[src/rtl/xa_flow_monitor.sv]
// Discharge-sensor flow monitor.
// Synchronises the sensor pulse line and measures rise-to-rise periods.
// Reports flow confirmed, no flow, or a latched dry-run alarm to the pump controller.
module xa_flow_monitor #(
  parameter int unsigned PER_MIN = 40000,
  parameter int unsigned PER_MAX = 60000,
  parameter int unsigned TIMEOUT = 150000,
  parameter int unsigned LOCK_N  = 4,
  parameter int unsigned CNT_W   = 18,
  parameter int unsigned EC_W    = 16
) (
  input  logic             clk,
  input  logic             rst,
  input  logic             en,
  input  logic             alarm_clr,
  input  logic             xa_in,
  output logic             flow_ok,
  output logic             no_flow,
  output logic             dry_alarm,
  output logic             period_err,
  output logic [CNT_W-1:0] last_period,
  output logic [EC_W-1:0]  edge_cnt,
  output logic [2:0]       state
);

  // One extra bit so that a period of TIMEOUT+1 never wraps.
  localparam int unsigned PW = CNT_W + 1;
  localparam int unsigned GW = (LOCK_N < 2) ? 1 : $clog2(LOCK_N + 1);

  localparam logic [CNT_W-1:0] TimeoutC = CNT_W'(TIMEOUT);
  localparam logic [CNT_W-1:0] CntOne   = CNT_W'(1);
  localparam logic [PW-1:0]    PerOne   = PW'(1);
  localparam logic [PW-1:0]    PerMinC  = PW'(PER_MIN);
  localparam logic [PW-1:0]    PerMaxC  = PW'(PER_MAX);
  localparam logic [GW-1:0]    GoodOne  = GW'(1);
  localparam logic [GW-1:0]    GoodLast = GW'(LOCK_N - 1);
  localparam logic [EC_W-1:0]  EcOne    = EC_W'(1);

  typedef enum logic [2:0] {
    StIdle  = 3'd0,
    StWait  = 3'd1,
    StAcq   = 3'd2,
    StFlow  = 3'd3,
    StAlarm = 3'd4
  } state_e;

  state_e           st_q;
  logic             s1, s2, s3;
  logic             rise;
  logic             timeout;
  logic             in_range;
  logic [CNT_W-1:0] per_cnt;
  logic [PW-1:0]    period;
  logic [GW-1:0]    good_cnt;

  assign rise     = s2 & ~s3;
  assign period   = {1'b0, per_cnt} + PerOne;
  assign in_range = (period >= PerMinC) && (period <= PerMaxC);
  // A rise in the same cycle as saturation wins over the timeout.
  assign timeout  = (per_cnt == TimeoutC) && !rise;
  assign state    = st_q;

  // Three-flop synchroniser for the asynchronous sensor line.
  always_ff @(posedge clk) begin
    if (rst) begin
      s1 <= 1'b0;
      s2 <= 1'b0;
      s3 <= 1'b0;
    end else begin
      s1 <= xa_in;
      s2 <= s1;
      s3 <= s2;
    end
  end

  // Flow FSM with period counter, lock counter and registered flags.
  always_ff @(posedge clk) begin
    if (rst) begin
      st_q        <= StIdle;
      per_cnt     <= '0;
      good_cnt    <= '0;
      last_period <= '0;
      edge_cnt    <= '0;
      flow_ok     <= 1'b0;
      no_flow     <= 1'b0;
      dry_alarm   <= 1'b0;
      period_err  <= 1'b0;
    end else begin
      period_err <= 1'b0;
      if (en && rise) begin
        edge_cnt <= edge_cnt + EcOne;
      end
      if (!en) begin
        st_q      <= StIdle;
        per_cnt   <= '0;
        good_cnt  <= '0;
        flow_ok   <= 1'b0;
        no_flow   <= 1'b0;
        dry_alarm <= 1'b0;
      end else begin
        if (rise) begin
          per_cnt <= '0;
        end else if (per_cnt != TimeoutC) begin
          per_cnt <= per_cnt + CntOne;
        end
        unique case (st_q)
          StIdle: begin
            per_cnt <= '0;
            no_flow <= 1'b1;
            st_q    <= StWait;
          end
          StWait: begin
            if (rise) begin
              good_cnt <= '0;
              st_q     <= StAcq;
            end
          end
          StAcq: begin
            if (rise) begin
              last_period <= period[CNT_W-1:0];
              if (in_range) begin
                if (good_cnt == GoodLast) begin
                  good_cnt <= '0;
                  no_flow  <= 1'b0;
                  flow_ok  <= 1'b1;
                  st_q     <= StFlow;
                end else begin
                  good_cnt <= good_cnt + GoodOne;
                end
              end else begin
                period_err <= 1'b1;
                good_cnt   <= '0;
              end
            end else if (timeout) begin
              st_q <= StWait;
            end
          end
          StFlow: begin
            if (rise) begin
              last_period <= period[CNT_W-1:0];
              if (!in_range) begin
                period_err <= 1'b1;
                good_cnt   <= '0;
                flow_ok    <= 1'b0;
                no_flow    <= 1'b1;
                st_q       <= StAcq;
              end
            end else if (timeout) begin
              flow_ok   <= 1'b0;
              dry_alarm <= 1'b1;
              st_q      <= StAlarm;
            end
          end
          StAlarm: begin
            if (alarm_clr) begin
              per_cnt   <= '0;
              dry_alarm <= 1'b0;
              no_flow   <= 1'b1;
              st_q      <= StWait;
            end
          end
          default: begin
            flow_ok   <= 1'b0;
            no_flow   <= 1'b0;
            dry_alarm <= 1'b0;
            st_q      <= StIdle;
          end
        endcase
      end
    end
  end

endmodule

[config.mk]
export PLATFORM = sky130hd
export DESIGN_NAME = xa_flow_monitor
export DESIGN_NICKNAME = d
export VERILOG_FILES = /design/src/rtl/xa_flow_monitor.sv
export SDC_FILE = /design/constraint.sdc
export NUM_CORES = 1
export LEC_CHECK = 0
export BUFFER_PORTS_ARGS = -buffer_cell sky130_fd_sc_hd__buf_4
export CAP_MARGIN = 20
export CORE_UTILIZATION = 60
export CTS_BUF_LIST = sky130_fd_sc_hd__clkbuf_16
export DETAILED_ROUTE_END_ITERATION = 12
export PLACE_DENSITY = 0.9
export SLEW_MARGIN = 20
export SYNTH_ARGS = -nofsm -noshare
export SYNTH_HDL_FRONTEND = slang
export SYNTH_SLANG_ARGS = --single-unit
[constraint.sdc]
create_clock -name clk -period 6.61 [get_ports clk]
set_input_delay 1.6525 -clock clk [delete_from_list [all_inputs] [get_ports clk]]
set_output_delay 1.6525 -clock clk [all_outputs]
set_load 0.05 [all_outputs]
; ---- Word level (Yosys, flattened, before mapping)
; Cells that the tools add are included.
[word_totals]
reg_bits = 65
input_bits = 5
output_inout_bits = 41
wordCells = 104
[op_classes]
addsub = 4
order_cmp = 2
eq_ne = 21
mux = 40
n_bitwise = 8
reduce_logical = 17
[op_table]
columns = cell, n
row1 = $mux W18, 3
row2 = $mux W3, 15
row3 = $pmux W18 S2, 1
row4 = $add A18 B1 Y19 const B, 1
row5 = $ge A19 B16 Y1 const B, 1
row6 = $le A19 B16 Y1 const B, 1
row7 = $add A18 B1 Y18 const B, 1
row8 = $eq A18 B18 Y1 const B, 1
row9 = $ne A18 B18 Y1 const B, 1
row10 = $ne A2 B2 Y1 const B, 9
row11 = $add A16 B1 Y16 const B, 1
row12 = $mux W1, 16
row13 = $ne A3 B3 Y1 const B, 5
row14 = $pmux W3 S5, 1
row15 = $reduce_and A7 Y1, 2
row16 = $eq A3 B2 Y1 const B, 3
row17 = $pmux W3 S3, 1
row18 = $not A1 Y1, 7
row19 = $pmux W1 S3, 2
row20 = $reduce_and A6 Y1, 1
row21 = $reduce_or A3 Y1, 2
row22 = $pmux W1 S5, 1
row23 = $reduce_and A5 Y1, 1
row24 = $reduce_and A4 Y1, 1
row25 = 11 further kinds, 14

; ---- Depth between registers and ports, before layout
; Gate-level depths: netlist (run 1).
[logic_depth]
word_depth = 7
depth_mapped = 10
mapped_depth_nobuf = 9

; ---- Worst setup path after synthesis (run 1)
; Ideal clock, no wire load.
[synth_path]
path_type = input to register
startpoint = input en
endpoint = register last_period[10]
setup_time_ns = 0.086
t_arrival_ns = 2.916
path_slack_ns = 3.608
path_stages = 7
path_cell_list = and2_1 clkbuf_1 and3_1 clkbuf_1 buf_1 nor2_1 a211oi_1
[synth_via]
elab_chain_len = 1
[synth_rtl]
columns = element, line_no
row1 = "start, declared", 14  ; input logic en,
row2 = $reduce_and A3 Y1 (no line), -
row3 = "end signal, assigned", 120  ; last_period <= period[CNT_W-1:0];
row4 = "end signal, assigned", 140  ; last_period <= period[CNT_W-1:0];
row5 = "end, declared", 21  ; output logic [CNT_W-1:0] last_period,
; No other way between the ends.
; A chain may end at the register's enable or synchronous reset.

; ---- Final worst setup path (run 1)
[layout_path]
startpoint = input rst
endpoint = register per_cnt[12]
[layout_via]
elab_chain_len = 1
[layout_rtl]
columns = element, line_no
row1 = "start, declared", 13  ; input logic rst,
row2 = $reduce_or A2 Y1 (no line), -
row3 = "end signal, assigned", 104  ; per_cnt <= per_cnt + CntOne;
row4 = "end, declared", 52  ; logic [CNT_W-1:0] per_cnt;
; No other way between the ends.

==> impl_metrics.yaml, run 1 <==
layout:
  antenna_cells: 0
  final_nets: 423
  synthToLayoutAreaGrowth_pct: 19.0
  layout-drive-gt1-share_pct: 17.9
  fillCellCount: 363
min_path:
  hold_path.class: "reg2reg"
  hold_end: "dry_alarm$_SDFFE_PP0P_"
  hold_start: "dry_alarm$_SDFFE_PP0P_"
  whs_path_depth: 2
power_and_ir_drop:
  p_int_uw: 738
  ir_drop_v: 0.000162
  power_frac_comb_pct: 4.1
  clkPwrFrac_pct: 53.6
  power_density_nw_per_um2: 246
  p_seq_share_pct: 42.3
  power.switching_uw: 209
  switching_share_pct: 22.1
  p_leak_nw: 1.39
sta:
  rsz0062_at_grt: "false"
  min_period_ns: 3.19
  drv_slew: 0
  slew-limit-headroom_pct: 59.3
  worst_pin_slew_ns: 0.610
  fin_crit_sh_pct: 48.3
  fin_skew_ns: 0.00541
  fmax_mhz: 313
  fin_setup_tns_ns: 0
  timing.hold.ws_ns: 0.444
  setup_viol: 0
  hold_violations: 0
clocking:
  hold_buffers: 0
  clockBufferDepth: 2
  cts_buffers: 9
  cts_root_buffer: "clkbuf_16"
  clkSlewWorstSetupHoldPaths_ns: 0.06
  clk-insertion-delay-late_ns: 0.33
  clkSinkCount: 65
  cts_tree: "yes"
  post-cts-setup-buffer-count: 0
  cts_resized: 0
  cts_max_level: 3
floorplan:
  io_pins: 46
  die_y_um: 75.5
  start_util_pct: 63.0
  rows: 26
  die_area_um2: 5690
  die_w_um: 75.5
  core_area_um2: 5140
logic_synthesis:
  syn_area_um2: 3240
  ys_types: 64
  ys_seq_elements: 65
  synth_edf_count: 0
  synth_area_leaders: "dfxtp_1 40%, nor2_1 8.2%, xnor2_1 4.3%"
  synthArstFlopShare_pct: 0
  yosys-top-cells-count: "71 x nor2_1, 65 x dfxtp_1, 25 x nand2_1"
  synthCells: 386
  synth_flop_cell: "dfxtp_1"
  syn_area_per_cell_um2: 8.39
  synth.net_count: 395
  yosys.area.top_type_share_pct: 40.2
  synth_area_leader_cell: "dfxtp_1"
  ys_seq_area_share_pct: 40.2
  yosysMostFrequentCell: "nor2_1"
  ys_warn_count: 0
grt:
  grt_pass1_vias: 2447
  grt_pass1_wl_um: 11600
  antenna_found_initial: 0
  grt_max_degree: 41
  overflow: 0
  track_usage_pct: 27.5
drt:
  first_pass_iters: 5
  post_drt_wl_per_cell_um: 14.8
  ant_nets: 0
  via_per_inst: 5.99
  drt-total-wl_um: 7250
  wl_met2_um: 3350
  vias: 2929
  top_layer_used: "met4"
  route.detailed.drc: 0
  met1_length_um: 3260
  drt-initial-drc-count: 358
  dr_wl_met3_um: 509
setup_path:
  worstReg2RegStart: "per_cnt[2]$_SDFF_PP0_"
  max_stage_delay_ns: 0.53
  cp.arrival_ns: 3.46
  path_cells: "buf_4 > nor2b_1 > nand3_1 > or2_2 > nor2_1"
  worstSetupPathType: "in2reg"
  r2r_end: "good_cnt[1]$_SDFFE_PP0P_"
  reg2regPathDepth: 7
  slowest_stage: "or2_2"
  reg2reg_slack_ns: 3.51
  crit_fanout: 40
  end_kind: "flip-flop"
  crit_required_ns: 6.87
  start_kind: "input pin"
place:
  portBuffers: 45
  dp_hpwl_um: 4850
  gp_congestion: 0.898
outcome:
  status: "finished clean"
run:
  drv_cap: 0
==> final cells by class <==
class	count	area [um2]	area share (%)
Multi-Input combinational cell	285	1770	46.0
Tap cell	70	87.6	2.27
Clock buffer	9	225	5.85
Timing Repair Buffer	45	338	8.77
Sequential cell	65	1300	33.8
Clock inverter	7	96.3	2.50
Inverter	8	30.0	0.780
==> power groups by stage <==
stage          sequential [mW]  clock (mW)  combinational [mW]
3_3_place_gp             0.409           0              0.0376
2_1_floorplan            0.414           0              0.0251
6_report                 0.401       0.508              0.0387
4_1_cts                  0.401       0.509              0.0385
3_5_place_dp             0.410           0              0.0383
5_1_grt                  0.402       0.529              0.0424
==> critical path, delay by kind of cell <==
kind          cells  cell delay (ns)
buf+inv           1             0.24
simple gates      4             1.57
==> through the flow <==
stage	power (mW)	std cells	worst slack, ns	cell area (um2)	utilization [%]
after floorplan	0.439	386	3.61	3240	-
after global placement	0.447	473	3.16	3530	68.6
after detailed placement	0.448	473	3.10	3530	68.7
after CTS	0.949	489	3.47	3850	74.9
after global routing	0.973	489	3.27	3850	74.9
final	0.948	489	3.42	3850	74.9
==> how the worst max path moves through the flow <==
stage                     from                            to  slack, ns  cells past startpoint
final                      rst        per_cnt[12]$_SDFF_PP0_       3.42                      5
after global placement      en   last_period[1]$_SDFFE_PP0P_       3.16                      5
after global routing       rst         per_cnt[9]$_SDFF_PP0_       3.27                      5
after floorplan             en  last_period[10]$_SDFFE_PP0P_       3.61                      7
after detailed placement   rst         per_cnt[2]$_SDFF_PP0_       3.10                      5
after CTS                  rst        per_cnt[13]$_SDFF_PP0_       3.47                      5
==> registers in the layout (all words and copies together) (netlist names), 3 cells and up <==
register and flops:
edge_cnt 16, good_cnt 3, last_period 18, per_cnt 18, state 3
==> per-layer routing <==
metal / vias up / global-route usage (%)
li1: 1419 / -
met4: 0 / 11.3
met5: - / 0
met3: 15 / 7.14
met2: 133 / 41.5
met1: 1362 / 37.5
==> cells by family after synthesis <==
group / synth area share (%)
mux: 1.93
buf+inv: 5.06
fa+ha+maj: 1.55
compound gates: 14.7
flops: 40.2
simple gates: 28.2
xor+xnor: 8.39
==> cell usage in the layout, fill, tap and decap left out, types with 3 or more instances in the layout <==
| master | count |
|---|---|
| nor2_1 | 71 |
| dfxtp_1 | 65 |
| buf_4 | 45 |
| nand2_1 | 25 |
| a211oi_1 | 18 |
| xnor2_1 | 16 |
| xor2_1 | 15 |
| nand3_1 | 13 |
| o21ai_0 | 12 |
| inv_1 | 9 |
| nand4_1 | 9 |
| a21oi_1 | 9 |
| clkbuf_16 | 9 |
| nor3_1 | 7 |
| and4_1 | 6 |
| and2_1 | 6 |
| nor2b_1 | 5 |
| and3_1 | 5 |
| nor4_1 | 4 |
| mux2i_1 | 4 |
| ha_1 | 4 |
| nand2b_1 | 3 |
| or3_1 | 3 |
No activity file was read; power rests on OpenSTA's default activity.
==> run 2, diff against run 1 <==
--- a/config.mk
+++ b/config.mk
@@ -7,10 +7,10 @@
 export LEC_CHECK = 0
 export BUFFER_PORTS_ARGS = -buffer_cell sky130_fd_sc_hd__buf_4
 export CAP_MARGIN = 20
-export CORE_UTILIZATION = 60
+export CORE_UTILIZATION = 51
 export CTS_BUF_LIST = sky130_fd_sc_hd__clkbuf_16
 export DETAILED_ROUTE_END_ITERATION = 12
-export PLACE_DENSITY = 0.9
+export PLACE_DENSITY = 0.82
 export SLEW_MARGIN = 20
 export SYNTH_ARGS = -nofsm -noshare
 export SYNTH_HDL_FRONTEND = slang
==> constraint.sdc (replaced) <==
create_clock -name clk -period 2.6 [get_ports clk]
set_input_delay 0.65 -clock clk [delete_from_list [all_inputs] [get_ports clk]]
set_output_delay 0.65 -clock clk [all_outputs]
set_load 0.05 [all_outputs]
==> run 2 against run 1 <==
Against the previous run: clock power increased to 2.5 times the previous value; clock-buffer cell count unchanged; setup slack got worse by 3.3 ns; non-clock buffer count increased by 18; design area increased by 4.2%; sequential cell count unchanged; register-to-register slack got worse by 3.4 ns; wire length increased by 6.6%.
==> impl_metrics.yaml, run 2 (same netlist as run 1, synthesis figures left out) <==
drt:
  ant_nets: 0
  first_pass_iters: 4
  post_drt_wl_per_cell_um: 15.1
  via_per_inst: 5.83
  vias: 2986
  route.detailed.drc: 0
  drt-initial-drc-count: 266
  drt-total-wl_um: 7730
sta:
  rsz0062_at_grt: "false"
  setup_viol: 0
  fin_skew_ns: 0.00552
  slew-limit-headroom_pct: 67.8
  min_period_ns: 2.50
  hold_violations: 0
  post-route-worst-setup-slack_ns: 0.104
  drv_slew: 0
  worst_pin_slew_ns: 0.480
  fmax_mhz: 401
  fin_setup_tns_ns: 0
  fin_crit_sh_pct: 96.0
setup_path:
  end_kind: "flip-flop"
  reg2reg_slack_ns: 0.10
  crit_fanout: 6
  worstSetupPathType: "reg2reg"
  crit_required_ns: 2.86
  start_kind: "flip-flop"
  path_cells: "inv_1 > ha_1 > nor4bb_1 > nand3_1 > or3_1 > and3_4 > a2111o_1 > a211o_1 > a21oi_2"
  max_stage_delay_ns: 0.40
  slowest_stage: "or3_1"
  cp.arrival_ns: 2.76
layout:
  final_cell_mix: "71 x nor2_1, 65 x dfxtp_1, 63 x buf_4, 25 x nand2_1, 18 x a211oi_1"
  synthToLayoutAreaGrowth_pct: 24.0
  antenna_cells: 0
  fin_util_pct: 66.6
  final_nets: 441
  fillCellCount: 509
  reg.largest.list: "last_period: 18 flops, per_cnt: 18 flops, edge_cnt: 16 flops"
  mostFrequentLayoutCell: "nor2_1"
  fin_area_um2: 4010
  layout-drive-gt1-share_pct: 22.4
power_and_ir_drop:
  power_density_nw_per_um2: 599
  total_power_mw: 2.41
  ir_drop_v: 0.000440
  p_leak_nw: 1.49
floorplan:
  die_w_um: 81.7
  core_area_um2: 6030
  io_pins: 46
  die_area_um2: 6670
  start_util_pct: 53.7
  die_y_um: 81.7
  rows: 28
grt:
  track_usage_pct: 25.2
  grt_pass1_wl_um: 12800
  grt_pass1_vias: 2696
  overflow: 0
  antenna_found_initial: 0
  grt_max_degree: 41
outcome:
  status: "finished clean"
clocking:
  clkSinkCount: 65
  clk-insertion-delay-late_ns: 0.33
  cts_root_buffer: "clkbuf_16"
  clkSlewWorstSetupHoldPaths_ns: 0.05
  clockBufferDepth: 2
  cts_buffers: 9
  cts_tree: "yes"
  cts_max_level: 3
place:
  gp_congestion: 0.913
  dp_hpwl_um: 5390
  dp_slack_ns: 0.0437
  place_area_um2: 3660
  portBuffers: 45
min_path:
  hold_path.class: "reg2reg"
run:
  drv_cap: 0
-- run 2: cell count changes in the layout (fill, tap and decap cells not counted), sizes merged --
cell      delta
buf         +18
clkinvlp     -1
inv          -1
clkinv       +2
-- run 2: final timing paths --
| path | from | endpoint | depth (start not counted) |
|---|---|---|---|
| max | per_cnt[0]$_SDFF_PP0_ | state[0]$_SDFFE_PP0P_ | 9 |
| min | dry_alarm$_SDFFE_PP0P_ | dry_alarm$_SDFFE_PP0P_ | 2 |
| max reg2reg | per_cnt[0]$_SDFF_PP0_ | state[0]$_SDFFE_PP0P_ | 9 |
| min reg2reg | dry_alarm$_SDFFE_PP0P_ | dry_alarm$_SDFFE_PP0P_ | 2 |
-- run 2: metal layers --
layer / vias to the layer above / routed length (um) / global-route usage [%]
met2: 105 / 3580 / 38.2
met3: 17 / 447 / 6.44
met4: 0 / 184 / 11.4
met5: - / 0 / 0
li1: 1461 / - / -
met1: 1403 / 3520 / 33.5
-- run 2: critical path, delay by kind of cell (launching register included) --
kind,cells,cell delay [ns]
AND/OR/NAND/NOR,4,1.04
buffers and inverters,1,0.12
flip-flops,1,0.36
adder cells (fa/ha/maj),1,0.17
AO/OA/AOI/OAI,3,0.74
-- run 2: layout make-up --
class / count / area, um2 / area share, %
multi-input combinational: 285 / 1790 / 44.7
sequential: 65 / 1300 / 32.4
inverter: 8 / 30.0 / 0.748
tap: 75 / 93.8 / 2.34
clock buffer: 9 / 225 / 5.61
clock inverter: 7 / 95.1 / 2.37
timing repair buffer: 63 / 473 / 11.8
-- run 2: timing repair --
item / in CTS / in global routing
endpoints found under the hold margin: 0 / 0
setup endpoints to repair: 0 / 7
setup buffers: 0 / 1
gates resized for setup: 0 / 5
hold buffers: 0 / 0
-- run 2: metrics by stage --
stage	instances	hold WS, ns
after floorplan	386	0.414
after global placement	495	0.424
after detailed placement	495	0.437
after CTS	511	0.445
after global routing	512	0.472
final	512	0.441
-- run 2: where the power goes --
| part | switching [mW] | leakage (nW) | internal [mW] | total, mW |
|---|---|---|---|---|
| logic | 0.0728 | 0.805 | 0.0391 | 0.112 |
| registers | 0.00953 | 0.525 | 1.00 | 1.01 |
| clock network | 0.441 | 0.155 | 0.838 | 1.28 |
| total | 0.524 | 1.49 | 1.88 | 2.41 |
